**config.mk**
```make
export PLATFORM = sky130hd
export DESIGN_NAME = par2ser_feed
export DESIGN_NICKNAME = d
export VERILOG_FILES = /design/src/rtl/par2ser_pkg.sv /design/src/rtl/par2ser_feed.sv
export SDC_FILE = /design/constraint.sdc
export NUM_CORES = 1
export LEC_CHECK = 0
export ABC_AREA = 1
export CAP_MARGIN = 20
export CORE_AREA = 2 2 55 57
export DETAILED_ROUTE_END_ITERATION = 8
export DIE_AREA = 0 0 57 59
export PLACE_DENSITY_LB_ADDON = 0.2
export SKIP_LAST_GASP = 1
export SLEW_MARGIN = 15
export SYNTH_ARGS = -nofsm -noshare
export SYNTH_HDL_FRONTEND = slang
export SYNTH_SLANG_ARGS = --single-unit
```
**constraint.sdc**
```tcl
create_clock -name clk -period 2.7 [get_ports clk]
set_clock_uncertainty 0.2 [all_clocks]
set_input_delay 0.405 -clock clk [delete_from_list [all_inputs] [get_ports clk]]
set_output_delay 0.405 -clock clk [all_outputs]
set_load 0.02 [all_outputs]
```
**src/rtl/par2ser_pkg.sv**
```systemverilog
// par2ser_pkg: shared FSM encoding and default word width for par2ser_feed
package par2ser_pkg;
  localparam int W_DEF = 8;
  typedef enum logic {IDLE, SHIFT} state_t;
endpackage

```
**src/rtl/par2ser_feed.sv**
```systemverilog
// par2ser_feed: MSB-first serializer with one-entry holding buffer for zero-gap streaming
module par2ser_feed
  import par2ser_pkg::*;
#(
  parameter int W = W_DEF
) (
  input  logic         clk,
  input  logic         rst_n,
  input  logic [W-1:0] in_data,
  input  logic         in_valid,
  output logic         in_ready,
  output logic         data_out,
  output logic         out_vld,
  output logic         out_last,
  output logic         busy
);
  localparam int CW = $clog2(W);
  state_t state, state_n;
  logic [W-1:0] sreg, sreg_n, hold, hold_n;
  logic [CW-1:0] cnt, cnt_n;
  logic full, full_n, xfer, last;
  assign in_ready = ~full;
  assign xfer = in_valid & ~full;
  assign last = (state == SHIFT) && (cnt == CW'(W - 1));
  assign data_out = (state == SHIFT) & sreg[W-1];
  assign out_vld = state == SHIFT;
  assign out_last = last;
  assign busy = (state == SHIFT) | full;
  // next state: load from input or buffer at word boundaries, otherwise shift
  always_comb begin
    state_n = state;
    sreg_n = sreg;
    cnt_n = cnt;
    hold_n = hold;
    full_n = full;
    if (state == IDLE) begin
      if (xfer) begin
        sreg_n = in_data;
        cnt_n = '0;
        state_n = SHIFT;
      end
    end else if (last) begin
      cnt_n = '0;
      if (full) begin
        sreg_n = hold;
        full_n = 1'b0;
      end else if (xfer) begin
        sreg_n = in_data;
      end else begin
        sreg_n = sreg << 1;
        state_n = IDLE;
      end
    end else begin
      sreg_n = sreg << 1;
      cnt_n = cnt + 1'b1;
      if (xfer) begin
        hold_n = in_data;
        full_n = 1'b1;
      end
    end
  end
  // state registers with synchronous active-low reset
  always_ff @(posedge clk) begin
    if (!rst_n) begin
      state <= IDLE;
      sreg <= '0;
      cnt <= '0;
      hold <= '0;
      full <= 1'b0;
    end else begin
      state <= state_n;
      sreg <= sreg_n;
      cnt <= cnt_n;
      hold <= hold_n;
      full <= full_n;
    end
  end
endmodule

```
After elaboration in Yosys (flattened, before gate mapping)
Cells that the tools add are included.
{ "totals": {"register_bits": 21, "input_bits": 11, "output_inout_bits": 5, "elab_cells": 31} }
{ "op_classes": {"addsub": 1, "eq_ne": 1, "mux": 14, "bitwise_logic": 5, "reduce_logical": 5} }
{ "ops": {"columns": ["op", "n"], "rows": [
  ["2-to-1 mux 8 bit", 5],
  ["2-to-1 mux 3 bit", 3],
  ["2-to-1 mux 1 bit", 6],
  ["nonzero test 2 bit", 2],
  ["adder 3 x 1 -> 3 bit (second input constant)", 1],
  ["== test 3 bit (second input constant)", 1],
  ["AND reduction 3 bit", 1],
  ["AND 1 bit", 2],
  ["inverter 1 bit", 2],
  ["AND reduction 2 bit", 1],
  ["logical AND 1 bit", 1],
  ["OR 1 bit", 1]
]} }

Depth between registers and ports, before layout
Gate-level depths: netlist of the first run.
{ "depth": {"ltp_word": 6, "mapped_depth": 10} }

Least setup slack after synthesis of the first run
Ideal clock, no wire load.
{ "synth_timing": {"kind": "reg2reg", "from": "register cnt[0]", "to": "register sreg[1]", "t_arrival_ns": 1.308, "required_ns": 2.442, "setup_slack_ns": 1.134, "path_stages_with_launch": 11, "path_buffers": 0, "synth_period_minus_slack_ns": 1.566, "path_cell_list": "dfxtp_1 > ha_1 > ha_1 > nand2_1 > inv_2 > nand2_2 > nand2_2 > nand2_1 > nand2_1 > nand2_1 > nand2_1"} }
{ "synth_between": {"elab_chain_len": 4} }
{ "synth_lines": {"columns": ["item", "line", "rtl"], "rows": [
  ["start, declared", "par2ser_feed.sv:20", "logic [CW-1:0] cnt, cnt_n;"],
  ["start signal, assigned", "par2ser_feed.sv:73", "cnt <= cnt_n;"],
  ["== test 3 bit", "par2ser_feed.sv:24", "assign last = (state == SHIFT) && (cnt == CW'(W - 1));"],
  ["logical AND 1 bit", "par2ser_feed.sv:24", null],
  ["net out_last", "par2ser_feed.sv:14", "output logic out_last,"],
  ["2-to-1 mux 8 bit", "par2ser_feed.sv:42", "end else if (last) begin"],
  ["2-to-1 mux 8 bit", "par2ser_feed.sv:36", "if (state == IDLE) begin"],
  ["end signal, assigned", "par2ser_feed.sv:72", "sreg <= sreg_n;"],
  ["end, declared", "par2ser_feed.sv:19", "logic [W-1:0] sreg, sreg_n, hold, hold_n;"]
]} }
The timed path passes the listed nets, and every way through them passes these cells.
A chain may end at the register's enable or synchronous reset.

Final worst setup path of the first run
{ "layout_timing": {"from": "register cnt[0]", "to": "output port out_last"} }
{ "layout_between": {"elab_chain_len": 2} }
{ "layout_lines": {"columns": ["item", "line"], "rows": [
  ["== test 3 bit", "par2ser_feed.sv:24"],
  ["logical AND 1 bit", "par2ser_feed.sv:24"],
  ["end, declared", "par2ser_feed.sv:14"]
]} }
No other way between the ends.

==> results of run 1 <==
==> per-stage QoR <==
step                cell area, um2  hold slack [ns]  power [mW]
floorplan                     1110            0.225       0.440
global placement              1290            0.242       0.482
detailed placement            1290            0.254       0.486
CTS                           1320            0.275       0.639
global route                  1320            0.308       0.668
finish                        1320            0.271       0.634
==> power groups by stage <==
stage | combinational (mW) | sequential, mW | clock, mW
floorplan | 0.0898 | 0.350 | 0
global placement | 0.130 | 0.352 | 0
detailed placement | 0.133 | 0.353 | 0
CTS | 0.134 | 0.346 | 0.159
global route | 0.149 | 0.348 | 0.171
finish | 0.133 | 0.346 | 0.154
==> synth_stat cells <==
cell type and number:
inv_2 3, nand2_2 2, buf_4 1, nor2_2 1
nor2_1 22, nor2_4 2, clkbuf_1 1, a21oi_1 4
nor3_1 1, clkinv_4 1, dfxtp_1 21, buf_6 1
nand2_1 48, nand2_4 3, nand3_1 11, o21ai_0 25
inv_1 18, and3_1 1, inv_6 1, ha_1 2
==> critical path: stages, from the launching register on <==
cell	delay (ns)
dfxtp_1	0.38
ha_1	0.16
ha_1	0.22
nand2_1	0.10
inv_2	0.17
clkdlybuf4s50_1	0.63
==> cells by family (layout without fill, tap and decap cells) <==
family	count (synthesis)	count (layout)
fa+ha+maj	2	2
compound gates	29	29
flops	21	21
buf+inv	26	43
simple gates	91	91
==> sequential cells by signal, summed over array words and instances (netlist names) <==
register and cells:
cnt 3, full 1, hold 8, out_vld 1
sreg 8
==> worst max path at each step <==
stage                          end  slack [ns]  cells past startpoint
after floorplan            sreg[1]        1.13                     10
after global placement    out_last        0.53                      5
after detailed placement  out_last        0.48                      5
after CTS                 out_last        0.12                      5
after global routing      out_last        0.05                      5
final                     out_last        0.13                      5
==> per-layer routing <==
| layer | vias up | share of wire [%] | GRT usage [%] |
|---|---|---|---|
| met2 | 12 | 45 | 22.7 |
| met4 | 0 | 0.75 | 5.32 |
| met1 | 461 | 51 | 19.7 |
| met3 | 2 | 3.2 | 2.62 |
| met5 | - | 0 | 0 |
| li1 | 567 | - | - |
==> final cells by class <==
class / count / area, um2 / area share (%)
Clock buffer: 3 / 22.5 / 1.71
Clock inverter: 1 / 5.00 / 0.381
Inverter: 23 / 96.3 / 7.33
Multi-Input combinational cell: 122 / 574 / 43.7
Sequential cell: 21 / 420 / 32.0
Tap cell: 31 / 38.8 / 2.95
Timing Repair Buffer: 16 / 158 / 12.0
==> flow_metrics.env, run 1 <==
export IMPL_mostFrequentLayoutCells="nand2_1 (48), o21ai_0 (25), nor2_1 (22)"
export IMPL_wire_per_inst_um=11.0
export IMPL_nNetsFinal=200
export IMPL_synth_ff_latch_count=21
export IMPL_die_w_um=57
export IMPL_worst_r2r_setup_slack_ns=1.00
export IMPL_syn_area_mm2=0.00111
export IMPL_diodes=0
export IMPL_r2r_end="sreg[7]"
export IMPL_cts_setup_buffers=0
export IMPL_hpwl_um=1840
export IMPL_place_congestion=0.794
export IMPL_slew_headroom_pct=65.6
export IMPL_reg2reg_depth=10
export IMPL_cts_clk_slew_worst_paths_ns=0.12
export IMPL_cts_hold_buf=0
export IMPL_layout_setup_ws_ns=0.133
export IMPL_start_util_pct=41.1
export IMPL_clock_fmax_ghz=0.390
export IMPL_period_minus_slack_ns=2.57
export IMPL_htreeDepth=1
export IMPL_cts_made_buffers=3
export IMPL_crit_start="cnt[0]"
export IMPL_clockRootBuffer="clkbuf_4"
export IMPL_num_rows=19
export IMPL_cts_tree="done"
export IMPL_synth_top_cell_area_share_pct=37.8
export IMPL_crit_path_end_kind="output port"
export IMPL_tightest_slew_ns=0.515
export IMPL_synthCells=169
export IMPL_finalSetupViolations=0
export IMPL_power_density_mw_per_mm2=482
export IMPL_area_growth_pct=18.1
export IMPL_stdcell_count=217
export IMPL_portBuffers=15
export IMPL_synth_nets=182
export IMPL_clock_latency_ns=0.30
export IMPL_num_vias=1042
export IMPL_antenna_found_initial=0
export IMPL_p_leak_nw=0.632
export IMPL_status="complete, no violations"
export IMPL_io_pins=16
export IMPL_combPwrFrac_pct=21.1
export IMPL_synth_mux_area_share_pct=0
export IMPL_track_usage_pct=14.4
export IMPL_route_detailed_drc=0
export IMPL_slew_violations=0
export IMPL_seq_area_frac_synth_pct=37.8
export IMPL_grt_pass1_vias=912
export IMPL_drive_above_1_share_pct=9.68
export IMPL_rsz0062_at_grt="no"
export IMPL_setup_tns_ns=0
export IMPL_fillCellCount=282
export IMPL_ir_worst_vdd_mv=0.327
export IMPL_dp_slack_ns=0.478
export IMPL_vias_per_cell=4.80
export IMPL_grt_max_degree=18
export IMPL_clock_sinks=21
export IMPL_yosysWarnings=0
export IMPL_maxCapViolCount=0
export IMPL_cts_resized_gates=0
export IMPL_die_area_mm2=0.00336
export IMPL_synth_xor_xnor_area_share_pct=0
export IMPL_hp_class="reg2reg"
export IMPL_layout_commonest_cell="nand2_1"
export IMPL_synth_largest_area_cell="dfxtp_1"
export IMPL_cp_required_ns=2.10
export IMPL_synth_compound_area_share_pct=13.0
export IMPL_synth_area_leaders="dfxtp_1 (38%), nand2_1 (16%), o21ai_0 (11%)"
export IMPL_drt_total_wl_um=2400
export IMPL_setup_worst_path_start_class="flop"
export IMPL_placed_cells=213
export IMPL_hold_viol=0
export IMPL_synth_simple_area_share_pct=36.3
export IMPL_critPathKind="reg2out"
export IMPL_synth_fa_ha_area_share_pct=2.25
export IMPL_dr_first_iter_drc_count=23
export IMPL_gr_total_overflow=0
export IMPL_p_switching_uw=191
export IMPL_die_y_um=59
export IMPL_swShare_pct=30.2
export IMPL_cts_buffer_depth=2
export IMPL_core_area_mm2=0.00271
export IMPL_yosysUniqueCellTypes=20
export IMPL_period_share_pct=95.1
export IMPL_hold_end="hold[0]"
export IMPL_holdPathStages=2
export IMPL_final_util_pct=48.5
export IMPL_p_int_uw=442
export IMPL_synth_top_family_by_area="simple AND/OR/NAND/NOR gates"
export IMPL_ant_nets=0
export IMPL_power_frac_clock_pct=24.4
export IMPL_dr_pass1_iters=4
export IMPL_seqPwrFrac_pct=54.6
export IMPL_grt_pass1_wl_um=3910
export IMPL_crit_fanout=10
export IMPL_min_from="hold[0]"
export IMPL_worstPathArrival_ns=1.96
export IMPL_synth_area_per_cell_um2=6.59
export IMPL_r2r_start="cnt[0]"
Power figures use the tool's default switching activity.
==> inputs of run 2 (changes only) <==
Settings changed: ABC_AREA 1 to not set.
==> run 2 against run 1 <==
Sequential power is essentially flat. Global-route usage rose by 1.7 points. Register-to-register slack lost 0.16 ns. Routed wire length increased by 0.13%. Critical path depth decreased by 2. Via count is 10% lower. Clock power is 3% lower. Utilization shrank 0.14 points. Critical path type unchanged. Critical endpoint unchanged. Largest cell class unchanged. Largest power group unchanged.
==> flow_metrics.env, run 2 <==
export IMPL_synth_area_per_cell_um2=8.97
export IMPL_swShare_pct=27.7
export IMPL_period_share_pct=94.1
export IMPL_clock_latency_ns=0.30
export IMPL_synth_commonest_cells="dfxtp_1 (21), nand2_1 (13), nor2b_1 (12), a21oi_1 (10), mux2i_1 (9)"
export IMPL_power_density_mw_per_mm2=479
export IMPL_yosysUniqueCellTypes=31
export IMPL_maxCapViolCount=0
export IMPL_cts_hold_buf=0
export IMPL_drt_total_wl_um=2400
export IMPL_seqPwrFrac_pct=55.4
export IMPL_period_minus_slack_ns=2.54
export IMPL_seq_area_frac_synth_pct=37.5
export IMPL_dr_first_iter_drc_count=20
export IMPL_tightest_slew_ns=0.652
export IMPL_io_pins=16
export IMPL_hold_viol=0
export IMPL_synth_edf_count=0
export IMPL_grt_pass1_wl_um=4240
export IMPL_hold_slack_ns=0.284
export IMPL_worstPathArrival_ns=1.94
export IMPL_slew_violations=0
export IMPL_num_vias=937
export IMPL_grt_pass1_vias=896
export IMPL_htreeDepth=1
export IMPL_drive_above_1_share_pct=10.7
export IMPL_portBuffers=15
export IMPL_cp_required_ns=2.10
export IMPL_synth_ff_latch_count=21
export IMPL_cts_clk_slew_worst_paths_ns=0.11
export IMPL_cts_setup_buffers=0
export IMPL_cts_tree="done"
export IMPL_ant_nets=0
export IMPL_synthFlopType="dfxtp_1"
export IMPL_start_util_pct=41.4
export IMPL_combPwrFrac_pct=20.7
export IMPL_route_detailed_drc=0
export IMPL_place_congestion=0.760
export IMPL_vias_per_cell=5.48
export IMPL_critPathKind="reg2out"
export IMPL_ir_worst_vdd_mv=0.262
export IMPL_fillCellCount=285
export IMPL_clockRootBuffer="clkbuf_4"
export IMPL_die_area_mm2=0.00336
export IMPL_synthCells=125
export IMPL_die_w_um=57
export IMPL_yosysWarnings=0
export IMPL_syn_area_mm2=0.00112
export IMPL_crit_fanout=16
export IMPL_hpwl_um=1710
export IMPL_power_frac_clock_pct=23.9
export IMPL_area_growth_pct=17.0
export IMPL_diodes=0
export IMPL_synth_largest_area_cell="dfxtp_1"
export IMPL_clock_sinks=21
export IMPL_synth_most_common_cell="dfxtp_1"
export IMPL_status="complete, no violations"
export IMPL_p_int_uw=454
export IMPL_cts_buffer_depth=2
export IMPL_wire_per_inst_um=14.0
export IMPL_p_leak_nw=0.494
export IMPL_dr_pass1_iters=4
export IMPL_grt_max_degree=22
export IMPL_rsz0062_at_grt="no"
export IMPL_setup_tns_ns=0
export IMPL_core_area_mm2=0.00271
export IMPL_mostFrequentLayoutCells="dfxtp_1 (21), clkdlybuf4s50_1 (15), nand2_1 (13)"
export IMPL_finalSetupViolations=0
export IMPL_setup_worst_path_start_class="flop"
export IMPL_hp_class="reg2reg"
export IMPL_synth_top_cell_area_share_pct=37.5
export IMPL_layout_commonest_cell="dfxtp_1"
export IMPL_crit_path_end_kind="output port"
export IMPL_synth_area_leaders="dfxtp_1 (38%), mux2i_1 (8.0%), nor2b_1 (6.7%)"
export IMPL_cts_made_buffers=3
export IMPL_gr_total_overflow=0
export IMPL_num_rows=19
export IMPL_die_y_um=59
export IMPL_p_switching_uw=174
export IMPL_ys_async_sr_fraction_pct=0
export IMPL_largest_registers="hold (8), sreg (8), cnt (3)"
export IMPL_nNetsFinal=154
export IMPL_antenna_found_initial=0
export IMPL_slew_headroom_pct=56.4
export IMPL_track_usage_pct=16.1
export IMPL_synth_nets=138
export IMPL_clock_fmax_ghz=0.394
-- run 2: cell types whose count changed after synthesis, sizes merged, moves of 4 or more --
cell / change
mux2i: +9
o221a: +4
a22oi: +7
nand2b: +4
nor2: -21
nand2: -39
o21ai: -14
nand3: -4
inv: -19
a21oi: +6
nor2b: +12
-- run 2: cells by family (layout without fill, tap and decap cells) --
logic type,after synthesis,in the layout,share of synthesized area (%)
AND/OR/NAND/NOR,45,45,23.4
AO/OA/AOI/OAI,38,38,23.1
flip-flops,21,21,37.5
buffers and inverters,10,25,5.69
multiplexers,9,9,8.04
adder cells (fa/ha/maj),2,2,2.23
-- run 2: cell type report --
type                    instances  area [um2]  share of cell area, %
multi-input cells              94         639                   48.8
flip-flops and latches         21         420                   32.1
repair buffers                 18         173                   13.2
well taps                      31        38.8                   2.96
clock buffers                   4        26.3                   2.00
inverters                       3        13.8                   1.05
-- run 2: routing by layer --
metal	vias up	wire length [um]	global-route usage, %
met4	0	13	6.98
li1	475	-	-
met2	11	1160	26.3
met5	-	0	0
met3	2	73	2.62
met1	449	1150	21.2
-- run 2: stage by stage --
step | setup WS, ns | instance area (um2) | power (mW) | cells | utilization (%)
2_1_floorplan | 1.00 | 1120 | 0.441 | 125 | -
3_3_place_gp | 0.488 | 1280 | 0.484 | 167 | 47.3
3_5_place_dp | 0.425 | 1280 | 0.485 | 167 | 47.3
4_1_cts | 0.0720 | 1310 | 0.639 | 171 | 48.3
5_1_grt | 0.0366 | 1310 | 0.666 | 171 | 48.4
6_report | 0.160 | 1310 | 0.628 | 171 | 48.4
-- run 2: power groups by stage --
stage	logic, mW	registers (mW)	clock network [mW]
finish	0.130	0.348	0.150
global route	0.145	0.350	0.171
CTS	0.131	0.347	0.161
detailed placement	0.130	0.354	0
global placement	0.130	0.354	0
floorplan	0.0930	0.347	0
-- run 2: final timing paths --
path	from	end	slack, ns	cells after the start
max reg2reg	out_vld	hold[6]	0.84	5
min	sreg[5]	sreg[6]	0.28	2
max	out_vld	out_last	0.16	3
min reg2reg	sreg[5]	sreg[6]	0.28	2
-- run 2: what timing repair did --
action	in CTS	in global routing
resized for setup	0	1
endpoints found under the hold margin	0	0
endpoints found under the setup margin	0	1
-- run 2: critical path, cell delays in order (launching register included) --
cell,delay [ns]
dfxtp_1,0.73
nand2_4,0.21
inv_1,0.09
clkdlybuf4s50_1,0.60
